<file path="src/rtl/fifo_mon_pkg.sv">
`default_nettype none
// ============================================================================
// Module      : fifo_mon_pkg
// Description : Shared types and constants for the multi-channel FIFO level
//               monitor: index-width helper, selector state encoding and the
//               recommended default thresholds.
// Revision    : 1.0 - initial release
// ============================================================================
package fifo_mon_pkg;

  // Recommended threshold settings (arm at 514, disarm below 512)
  localparam int READY_HI_DEF = 514;
  localparam int READY_LO_DEF = 512;

  // Round-robin selector states
  typedef enum logic [0:0] {
    SEL_IDLE  = 1'b0,
    SEL_OFFER = 1'b1
  } sel_state_e;

  // Bits needed to index n items; never less than one bit
  function automatic int idx_w(input int n);
    return (n <= 1) ? 1 : $clog2(n);
  endfunction

  // Width of the channel index output
  function automatic int ch_idx_w(input int num_ch);
    return idx_w(num_ch);
  endfunction

endpackage
`default_nettype wire

</file>
<file path="src/rtl/fifo_level_chan.sv">
`default_nettype none
// ============================================================================
// Module      : fifo_level_chan
// Description : One monitored FIFO channel. Hysteresis compare against the
//               arm / effective disarm thresholds, debounce counter and an
//               optional sticky overflow flag.
//               Optional feature macro: FIFO_MON_OVF_EN (overflow flag).
// Ports       : clk, reset      - clock, async active-high reset
//               level           - this channel's fill level
//               hi_thresh       - arm threshold
//               lo_eff          - disarm threshold, already clamped to <= hi
//               err_clr         - clears the sticky overflow flag
//               ready           - debounced ready flag
//               ovf_err         - sticky overflow flag (0 when feature off)
// Revision    : 1.0 - initial release
// ============================================================================
module fifo_level_chan
  import fifo_mon_pkg::*;
#(
  parameter int LEVEL_W    = 11,
  parameter int STABLE_CYC = 1,
  parameter int MAX_LEVEL  = 1024
) (
  input  logic               clk,
  input  logic               reset,
  input  logic [LEVEL_W-1:0] level,
  input  logic [LEVEL_W-1:0] hi_thresh,
  input  logic [LEVEL_W-1:0] lo_eff,
  input  logic               err_clr,
  output logic               ready,
  output logic               ovf_err
);

  localparam int               CNT_W    = idx_w(STABLE_CYC);
  localparam logic [CNT_W-1:0] CNT_LAST = CNT_W'(STABLE_CYC - 1);

  logic             r_ready;
  logic [CNT_W-1:0] r_cnt;
  logic             w_cond;

  // Arm against hi while not ready, hold against lo once ready
  assign w_cond = r_ready ? (level >= lo_eff) : (level >= hi_thresh);

  // The counter toggles ready on reaching CNT_LAST, so it can never pass it
  always_ff @(posedge clk or posedge reset) begin
    if (reset) begin
      r_ready <= 1'b0;
      r_cnt   <= '0;
    end else if (w_cond == r_ready) begin
      r_cnt <= '0;
    end else if (r_cnt == CNT_LAST) begin
      r_ready <= ~r_ready;
      r_cnt   <= '0;
    end else begin
      r_cnt <= r_cnt + 1'b1;
    end
  end

  assign ready = r_ready;

`ifdef FIFO_MON_OVF_EN
  localparam logic [LEVEL_W:0] MAX_L = (LEVEL_W + 1)'(MAX_LEVEL);

  logic r_ovf;

  // A new overflow takes priority over a clear in the same cycle
  always_ff @(posedge clk or posedge reset) begin
    if (reset) begin
      r_ovf <= 1'b0;
    end else if ({1'b0, level} > MAX_L) begin
      r_ovf <= 1'b1;
    end else if (err_clr) begin
      r_ovf <= 1'b0;
    end
  end

  assign ovf_err = r_ovf;
`else
  localparam int unused_max_level = MAX_LEVEL;
  logic          unused_err_clr;

  assign unused_err_clr = err_clr;
  assign ovf_err        = 1'b0;
`endif

endmodule
`default_nettype wire

</file>
<file path="src/rtl/fifo_level_monitor.sv">
`default_nettype none
// ============================================================================
// Module      : fifo_level_monitor
// Description : Watches NUM_CH FIFO fill levels, produces per-channel
//               debounced ready flags with runtime hysteresis thresholds and
//               offers ready channels round-robin on a valid/ack port.
//               Optional feature macro: FIFO_MON_OVF_EN (sticky overflow).
// Ports       : clk, reset      - clock, async active-high reset
//               fifo_num        - packed levels, ch i at [i*LEVEL_W +: LEVEL_W]
//               hi_thresh       - arm threshold
//               lo_thresh       - disarm threshold (clamped to hi_thresh)
//               fifo_ready      - per-channel debounced ready
//               sel_valid       - a ready channel is offered
//               sel_ch          - offered channel index
//               sel_ack         - consumer accepts the offer
//               err_clr         - per-channel overflow clear
//               ovf_err         - per-channel sticky overflow
// Revision    : 1.0 - initial release
// ============================================================================
module fifo_level_monitor
  import fifo_mon_pkg::*;
#(
  parameter  int NUM_CH     = 4,
  parameter  int LEVEL_W    = 11,
  parameter  int STABLE_CYC = 1,
  parameter  int MAX_LEVEL  = 1024,
  localparam int CH_W       = ch_idx_w(NUM_CH)
) (
  input  logic                      clk,
  input  logic                      reset,
  input  logic [NUM_CH*LEVEL_W-1:0] fifo_num,
  input  logic [LEVEL_W-1:0]        hi_thresh,
  input  logic [LEVEL_W-1:0]        lo_thresh,
  output logic [NUM_CH-1:0]         fifo_ready,
  output logic                      sel_valid,
  output logic [CH_W-1:0]           sel_ch,
  input  logic                      sel_ack,
  input  logic [NUM_CH-1:0]         err_clr,
  output logic [NUM_CH-1:0]         ovf_err
);

  localparam logic [CH_W-1:0] CH_LAST = CH_W'(NUM_CH - 1);

  logic [LEVEL_W-1:0] w_lo_eff;

  // A lo above hi would invert the hysteresis; clamp it to hi instead
  assign w_lo_eff = (lo_thresh < hi_thresh) ? lo_thresh : hi_thresh;

  for (genvar gi = 0; gi < NUM_CH; gi++) begin : g_ch
    fifo_level_chan #(
      .LEVEL_W    (LEVEL_W),
      .STABLE_CYC (STABLE_CYC),
      .MAX_LEVEL  (MAX_LEVEL)
    ) u_chan (
      .clk       (clk),
      .reset     (reset),
      .level     (fifo_num[gi*LEVEL_W +: LEVEL_W]),
      .hi_thresh (hi_thresh),
      .lo_eff    (w_lo_eff),
      .err_clr   (err_clr[gi]),
      .ready     (fifo_ready[gi]),
      .ovf_err   (ovf_err[gi])
    );
  end

  sel_state_e      r_state;
  sel_state_e      w_state_nxt;
  logic [CH_W-1:0] r_sel_ch;
  logic [CH_W-1:0] w_sel_ch_nxt;
  logic [CH_W-1:0] r_ptr;
  logic [CH_W-1:0] w_ptr_nxt;
  logic            w_found;
  logic [CH_W-1:0] w_pick;

  // First ready channel at or above ptr, wrapping past the last channel
  always_comb begin
    int j;
    j       = 0;
    w_found = 1'b0;
    w_pick  = '0;
    for (int k = 0; k < NUM_CH; k++) begin
      j = int'(r_ptr) + k;
      if (j >= NUM_CH) begin
        j = j - NUM_CH;
      end
      if (!w_found && fifo_ready[j]) begin
        w_found = 1'b1;
        w_pick  = CH_W'(j);
      end
    end
  end

  always_ff @(posedge clk or posedge reset) begin
    if (reset) begin
      r_state  <= SEL_IDLE;
      r_sel_ch <= '0;
      r_ptr    <= '0;
    end else begin
      r_state  <= w_state_nxt;
      r_sel_ch <= w_sel_ch_nxt;
      r_ptr    <= w_ptr_nxt;
    end
  end

  // The offer is frozen until ack even if its channel loses ready
  always_comb begin
    w_state_nxt  = r_state;
    w_sel_ch_nxt = r_sel_ch;
    w_ptr_nxt    = r_ptr;
    case (r_state)
      SEL_IDLE: begin
        if (w_found) begin
          w_sel_ch_nxt = w_pick;
          w_state_nxt  = SEL_OFFER;
        end
      end
      SEL_OFFER: begin
        if (sel_ack) begin
          w_state_nxt = SEL_IDLE;
          w_ptr_nxt   = (r_sel_ch == CH_LAST) ? '0 : r_sel_ch + 1'b1;
        end
      end
      default: w_state_nxt = SEL_IDLE;
    endcase
  end

  assign sel_valid = (r_state == SEL_OFFER);
  assign sel_ch    = r_sel_ch;

endmodule
`default_nettype wire

</file>
<file path="config.mk">
export PLATFORM = sky130hd
export DESIGN_NAME = fifo_level_monitor
export DESIGN_NICKNAME = d
export VERILOG_FILES = /design/src/rtl/fifo_mon_pkg.sv /design/src/rtl/fifo_level_chan.sv /design/src/rtl/fifo_level_monitor.sv
export SDC_FILE = /design/constraint.sdc
export NUM_CORES = 1
export LEC_CHECK = 0
export CAP_MARGIN = 30
export CORE_MARGIN = 2
export CORE_UTILIZATION = 35
export CTS_BUF_LIST = sky130_fd_sc_hd__clkbuf_16
export CTS_CLUSTER_SIZE = 30
export DETAILED_ROUTE_END_ITERATION = 12
export GPL_TIMING_DRIVEN = 0
export SYNTH_ARGS = -nofsm -noshare
export SYNTH_HDL_FRONTEND = slang
export SYNTH_SLANG_ARGS = --single-unit
</file>
<file path="constraint.sdc">
create_clock -name clk -period 1.6 [get_ports clk]
set_input_delay 0.32 -clock clk [delete_from_list [all_inputs] [get_ports clk]]
set_output_delay 0.32 -clock clk [all_outputs]
set_load 0.05 [all_outputs]
</file>
Yosys cells after proc, flatten, opt, wreduce, memory -nomap -nowiden
Index checks and enable logic that the tools add are counted.
- multiplexer cells: 41
- equal/unequal tests: 5
- reductions and logical operators: 12
- magnitude comparators: 17
- $add $sub $neg: 12
- bitwise gates (word level): 13
- operators by type and width (operator ; number):
    $lt 32x4->1 const B ; 4
    $mux 32 ; 4
    $ge 11x11->1 ; 8
    $mux 1 ; 26
    $not 1->1 ; 13
    $reduce_and 2->1 ; 6
    $sub 3x3->4 const B ; 3
    $lt 11x11->1 ; 1
    $mux 11 ; 1
    $mux 2 ; 5
    $ge 3x3->1 const B ; 3
    $bmux 1 s2 ; 4
    $add 2x2->3 const B ; 2
    $add 1x1->1 const B ; 4
    $eq 1x1->1 ; 4
    $sub 2x3->4 const B ; 1
    $add 2x1->3 const B ; 1
    $ge 2x3->1 const B ; 1
    $logic_and 1x1->1 ; 3
    $logic_not 1->1 ; 3
    $add 2x1->2 const B ; 1
    $eq 2x2->1 const B ; 1
    $pmux 1 s2 ; 1
- input port bits: 73
- word-level logic and storage cells: 111
- flip-flop bits (word level): 13
- output and inout port bits: 11

Longest topological paths before layout
Gate-level depths: netlist of run 1.
- word-level depth: 17
- gate-level depth with buffers: 16
- depth with buffers taken out: 15

Hierarchy
A second synthesis of run 1 with hierarchy kept.
- cells, all modules: 387
- area, all modules: 3001.6 sq um
- modules (own cells, without submodules) (module ; cells an instance ; seq. area each (sq um) ; area each (sq um) ; instances):
    fifo_level_chan ; 78 ; 25.0 ; 575.6 ; 4
    fifo_level_monitor ; 75 ; 125.1 ; 699.4 ; 1

Least setup slack after synthesis of run 1
OpenSTA, ideal clock, no wires.
- path kind: input -> register
- start point: input port hi_thresh[4]
- end point: register g_ch[1].u_chan.r_ready
- cell stages on the path: 14
- arrival: 3.219 ns
- setup slack: -1.750 ns
- path through: inv_1 > ha_1 > a21oi_1 > o21ai_1 > a221oi_4 > mux2_2 > ha_1 > nand2b_1 > a21o_1 > a21o_1 > a21o_1 > maj3_1 > o211ai_1 > a22oi_1
- word-level cells in the longest chain between the ends: 7
- elaborated cells on any way between the ends: 8
- classes of those cells: order compare (3); eq/ne (1); mux (2); bitwise (1); reduce/logical (1)
- ends and longest elaborated chain (what ; line ; source):
    start: declaration ; fifo_level_monitor.sv:32 ; input logic [LEVEL_W-1:0] hi_thresh,
    $lt 11x11->1 ; fifo_level_monitor.sv:47 ; assign w_lo_eff = (lo_thresh < hi_thresh) ? lo_thresh : hi_thresh;
    $mux 11 ; fifo_level_monitor.sv:47 ;
    $ge 11x11->1 ; fifo_level_chan.sv:42 ; assign w_cond = r_ready ? (level >= lo_eff) : (level >= hi_thresh);
    $mux 1 (*) ; fifo_level_chan.sv:42 ;
    $eq 1x1->1 (*) ; fifo_level_chan.sv:49 ; end else if (w_cond == r_ready) begin
    $not 1->1 (no line) (*) ; n/a ;
    $reduce_and 2->1 (no line) (*) ; n/a ;
    end signal: assignment ; fifo_level_chan.sv:52 ; r_ready <= ~r_ready;
    end: declaration ; fifo_level_chan.sv:37 ; logic r_ready;
Mark *: on every way between the ends. The rest lies on a longest branch, timed or not.
A chain may end at the register's enable or synchronous reset.

Worst setup path after layout of run 1
- start point: input port hi_thresh[6]
- end point: register g_ch[1].u_chan.r_ready
Same word-level chain as after synthesis.

==> impl_metrics.json, run 1 <==
{
  "outcome": "finished with violations",
  "failing_checks": "negative setup slack",
  "power_mw": 3.19,
  "timing.final.crit_share_pct": 194,
  "gp_congestion": 0.828,
  "fin_ws_ns": -1.50,
  "num-nets-final": 584,
  "tns_ns": -5.78,
  "number_of_enable_flip_flop_cells_after_synthesis": 0,
  "timing.final.setup_violations": 4,
  "post-route-drc-count": 0,
  "fill_cells": 655,
  "end_kind": "flop",
  "timing.max_slew.rel_slack_pct": 58.9,
  "finish.utilization_pct": 58.4,
  "power.static_leakage_nw": 1.94,
  "cts_max_level": 1,
  "global_route.usage.total_pct": 19.9,
  "clock-sinks": 9,
  "routedWlPerCell_um": 15.5,
  "syn_area_per_cell_um2": 8.54,
  "path_type_of_the_worst_min_delay_path": "primary input to asynchronous set/reset pin",
  "timing.rr.start": "g_ch[1].u_chan.ready$_DFFE_PP0P_",
  "synth.yosys.seq_area_share_pct": 8.62,
  "io_pins": 84,
  "core.rowCount": 31,
  "tritoncts": "yes",
  "first_pass_grt_wire_length_um": 13200,
  "netlist_area_um2": 2610,
  "grt_start_max_net_pins": 11,
  "ys.flop_type": "sky130_fd_sc_hd__dfrtp_1",
  "clock-skew-final_ns": 0.00153,
  "holdBufCountCts": 0,
  "path_max_fanout": 4,
  "floorplan.die_area_um2": 8170,
  "inserted_diodes": 0,
  "globalRoute.totalOverflow": 0,
  "critical_path_arrival_ns": 3.20,
  "fmaxAchievable_mhz": 323,
  "setup_repair_after_global_routing_missed_its_margin": "true",
  "cts.path.max_buffers": 2,
  "numPortBuffers": 75,
  "cts.reportedPaths.clkPinSlew_ns": 0.04,
  "avgViaCountPerCell": 5.27,
  "area_delta_synth_final_pct": 62.1,
  "drive_above_1_share_pct": 31.1,
  "most-common-layout-cells": "76 x sky130_fd_sc_hd__ha_1, 46 x sky130_fd_sc_hd__clkdlybuf4s50_1, 32 x sky130_fd_sc_hd__buf_4",
  "synth_cells": 306,
  "clkLatencyLatePin_ns": 0.24,
  "layout_min_cycle_time_ns": 3.10,
  "cts_buffer_count": 3,
  "ys_warn_count": 0,
  "synth.ff_latch_count": 9,
  "via_count_of_the_first_global_routing_pass": 2759,
  "worst_ir_drop_vdd_mv": 0.361,
  "dieHeight_um": 90.4,
  "cts.root.buffer_cell": "sky130_fd_sc_hd__clkbuf_16",
  "ant_nets": 0,
  "dp_hpwl_um": 6240,
  "count_of_placed_standard_cells_in_the_final_layout_fillers_left_out": 517,
  "floorplan.die.width_um": 90.4,
  "maxSlewViolCount": 0,
  "route.final.wire_length_um": 8030,
  "async_flop_share_pct": 100,
  "hold_violations": 0,
  "crit_path_start_kind": "primary input",
  "detail_route.iter0.violations": 49,
  "critPathLaunch": "hi_thresh[6]",
  "floorplan.initialDensity_pct": 36.0,
  "initial_antenna_violation_count": 0,
  "type_of_the_worst_setup_path": "primary input to flop",
  "most_frequent_standard_cell_in_the_layout_excluding_fill_and_tap_cells": "sky130_fd_sc_hd__ha_1",
  "routed-via-count": 2723,
  "timing.critical_path.required_ns": 1.70,
  "dpl.cell_count": 483,
  "drt_pre_antenna_iters": 4,
  "maxCapViolCount": 0,
  "placeableCoreArea_um2": 7250,
  "synth.lib_cells_used.distinct": 42,
  "power_density_nw_per_um2": 753,
  "max_slew.worst_pin.slew_ns": 0.600
}
## power by group
group / total [mW] / internal [mW] / switching, mW / leakage, nW
Combinational: 2.23 / 1.06 / 1.17 / 1.79
Clock: 0.438 / 0.327 / 0.112 / 0.0423
Sequential: 0.522 / 0.343 / 0.179 / 0.106
Total: 3.19 / 1.73 / 1.46 / 1.94
## kinds of logic after synthesis
group | after synthesis | share of synthesized area (%)
fa+ha+maj | 95 | 45.3
compound gates | 91 | 23.0
simple gates | 78 | 15.4
buf+inv | 25 | 4.74
flops | 9 | 8.62
mux | 7 | 2.83
other cells | 1 | 0.144
## timing repair
action                                  4_1_cts  5_1_grt
pin swaps                                    29       38
hold endpoints to repair                      0        0
endpoints found under the setup margin       11        5
resized for setup                           102       46
gates cloned                                  0        1
buffers inserted                             20        9
## worst paths after layout
check                                                         to  slack (ns)  depth (start not counted)
worst max register to register             sel_ch[1]$_DFFE_PP0P_        0.16                          3
worst max-delay path            g_ch[1].u_chan.ready$_DFFE_PP0P_       -1.50                         16
worst min-delay path                        r_ptr[0]$_DFFE_PP0P_        0.34                          2
max in group asynchronous       g_ch[2].u_chan.ready$_DFFE_PP0P_        0.99                          2
min in group clk                            r_ptr[0]$_DFFE_PP0P_        0.50                          1
worst min register to register              r_ptr[0]$_DFFE_PP0P_        0.50                          1
## flip-flops by register name, summed over array words and instances, names as in the netlist
name and count:
r_ptr 2, sel_valid 1, sel_ch 2, g_ch.u_chan.ready 4
## area by class of cell
cell class	count	area, µm²	area share [%]
plain buffers	9	85.1	2.01
clock buffers	3	75.1	1.77
clock inverters	1	3.75	0.0886
inverters	16	73.8	1.74
multi-input cells	275	2720	64.1
flip-flops and latches	9	226	5.35
well taps	99	124	2.92
repair buffers	105	932	22.0
## metal layers
metal / vias to the layer above / wire length, µm / track usage (%)
met5: - / 0 / 0
met4: 0 / 73 / 4.23
met3: 7 / 346 / 2.50
met2: 61 / 4120 / 36.7
met1: 1250 / 3490 / 24.6
li1: 1405 / - / -
## critical path: stages
cell and delay [ns]:
sky130_fd_sc_hd__buf_8 0.08, sky130_fd_sc_hd__clkinvlp_4 0.10, sky130_fd_sc_hd__ha_4 0.23, sky130_fd_sc_hd__a21oi_2 0.13
sky130_fd_sc_hd__o21ai_2 0.09, sky130_fd_sc_hd__a221oi_4 0.34, sky130_fd_sc_hd__buf_6 0.16, sky130_fd_sc_hd__mux2_4 0.34
sky130_fd_sc_hd__ha_4 0.24, sky130_fd_sc_hd__nand2b_4 0.12, sky130_fd_sc_hd__a21o_1 0.16, sky130_fd_sc_hd__a21o_1 0.15
sky130_fd_sc_hd__a21o_1 0.16, sky130_fd_sc_hd__maj3_2 0.31, sky130_fd_sc_hd__o211ai_1 0.12, sky130_fd_sc_hd__a22oi_1 0.14
## Yosys cell counts, drive strengths merged, types with 2 or more instances
cell type / number / share of area [%]
a21o: 14 / 4.0
nor4: 3 / 0.72
nor3: 6 / 1.3
dfrtp: 9 / 8.6
o31ai: 2 / 0.57
o2111ai: 2 / 0.67
nand4: 8 / 1.9
nor2: 18 / 2.6
o21a: 5 / 1.4
ha: 92 / 44
nand2: 16 / 2.3
nand2b: 11 / 2.6
a31oi: 3 / 0.72
nor2b: 5 / 1.2
nand3: 4 / 0.77
buf: 8 / 2.3
o21ai: 19 / 3.6
mux2: 3 / 1.3
nand3b: 2 / 0.57
inv: 16 / 2.3
a211oi: 5 / 1.4
a221oi: 3 / 1.7
and3: 2 / 0.48
mux2i: 4 / 1.5
o211ai: 4 / 1.1
a21oi: 25 / 4.8
or4: 2 / 0.57
a2111oi: 2 / 0.67
a22oi: 2 / 0.57
maj3: 3 / 1.2
## metrics by stage
step / hold slack [ns] / instance area [µm²] / setup slack (ns)
2_1_floorplan: 0.148 / 2780 / -1.52
3_3_place_gp: 0.503 / 3660 / -2.50
3_5_place_dp: 0.507 / 3660 / -2.48
4_1_cts: 0.355 / 4040 / -1.51
5_1_grt: 0.371 / 4240 / -1.60
6_report: 0.342 / 4240 / -1.50
Note: power is estimated with default switching activity, not from simulation.
==> inputs of run 2 (changes only) <==
Settings changed: HOLD_SLACK_MARGIN from default to 0.03.
==> results of run 2 <==
No change in the layout: final DEF, timing and power equal those of run 1.
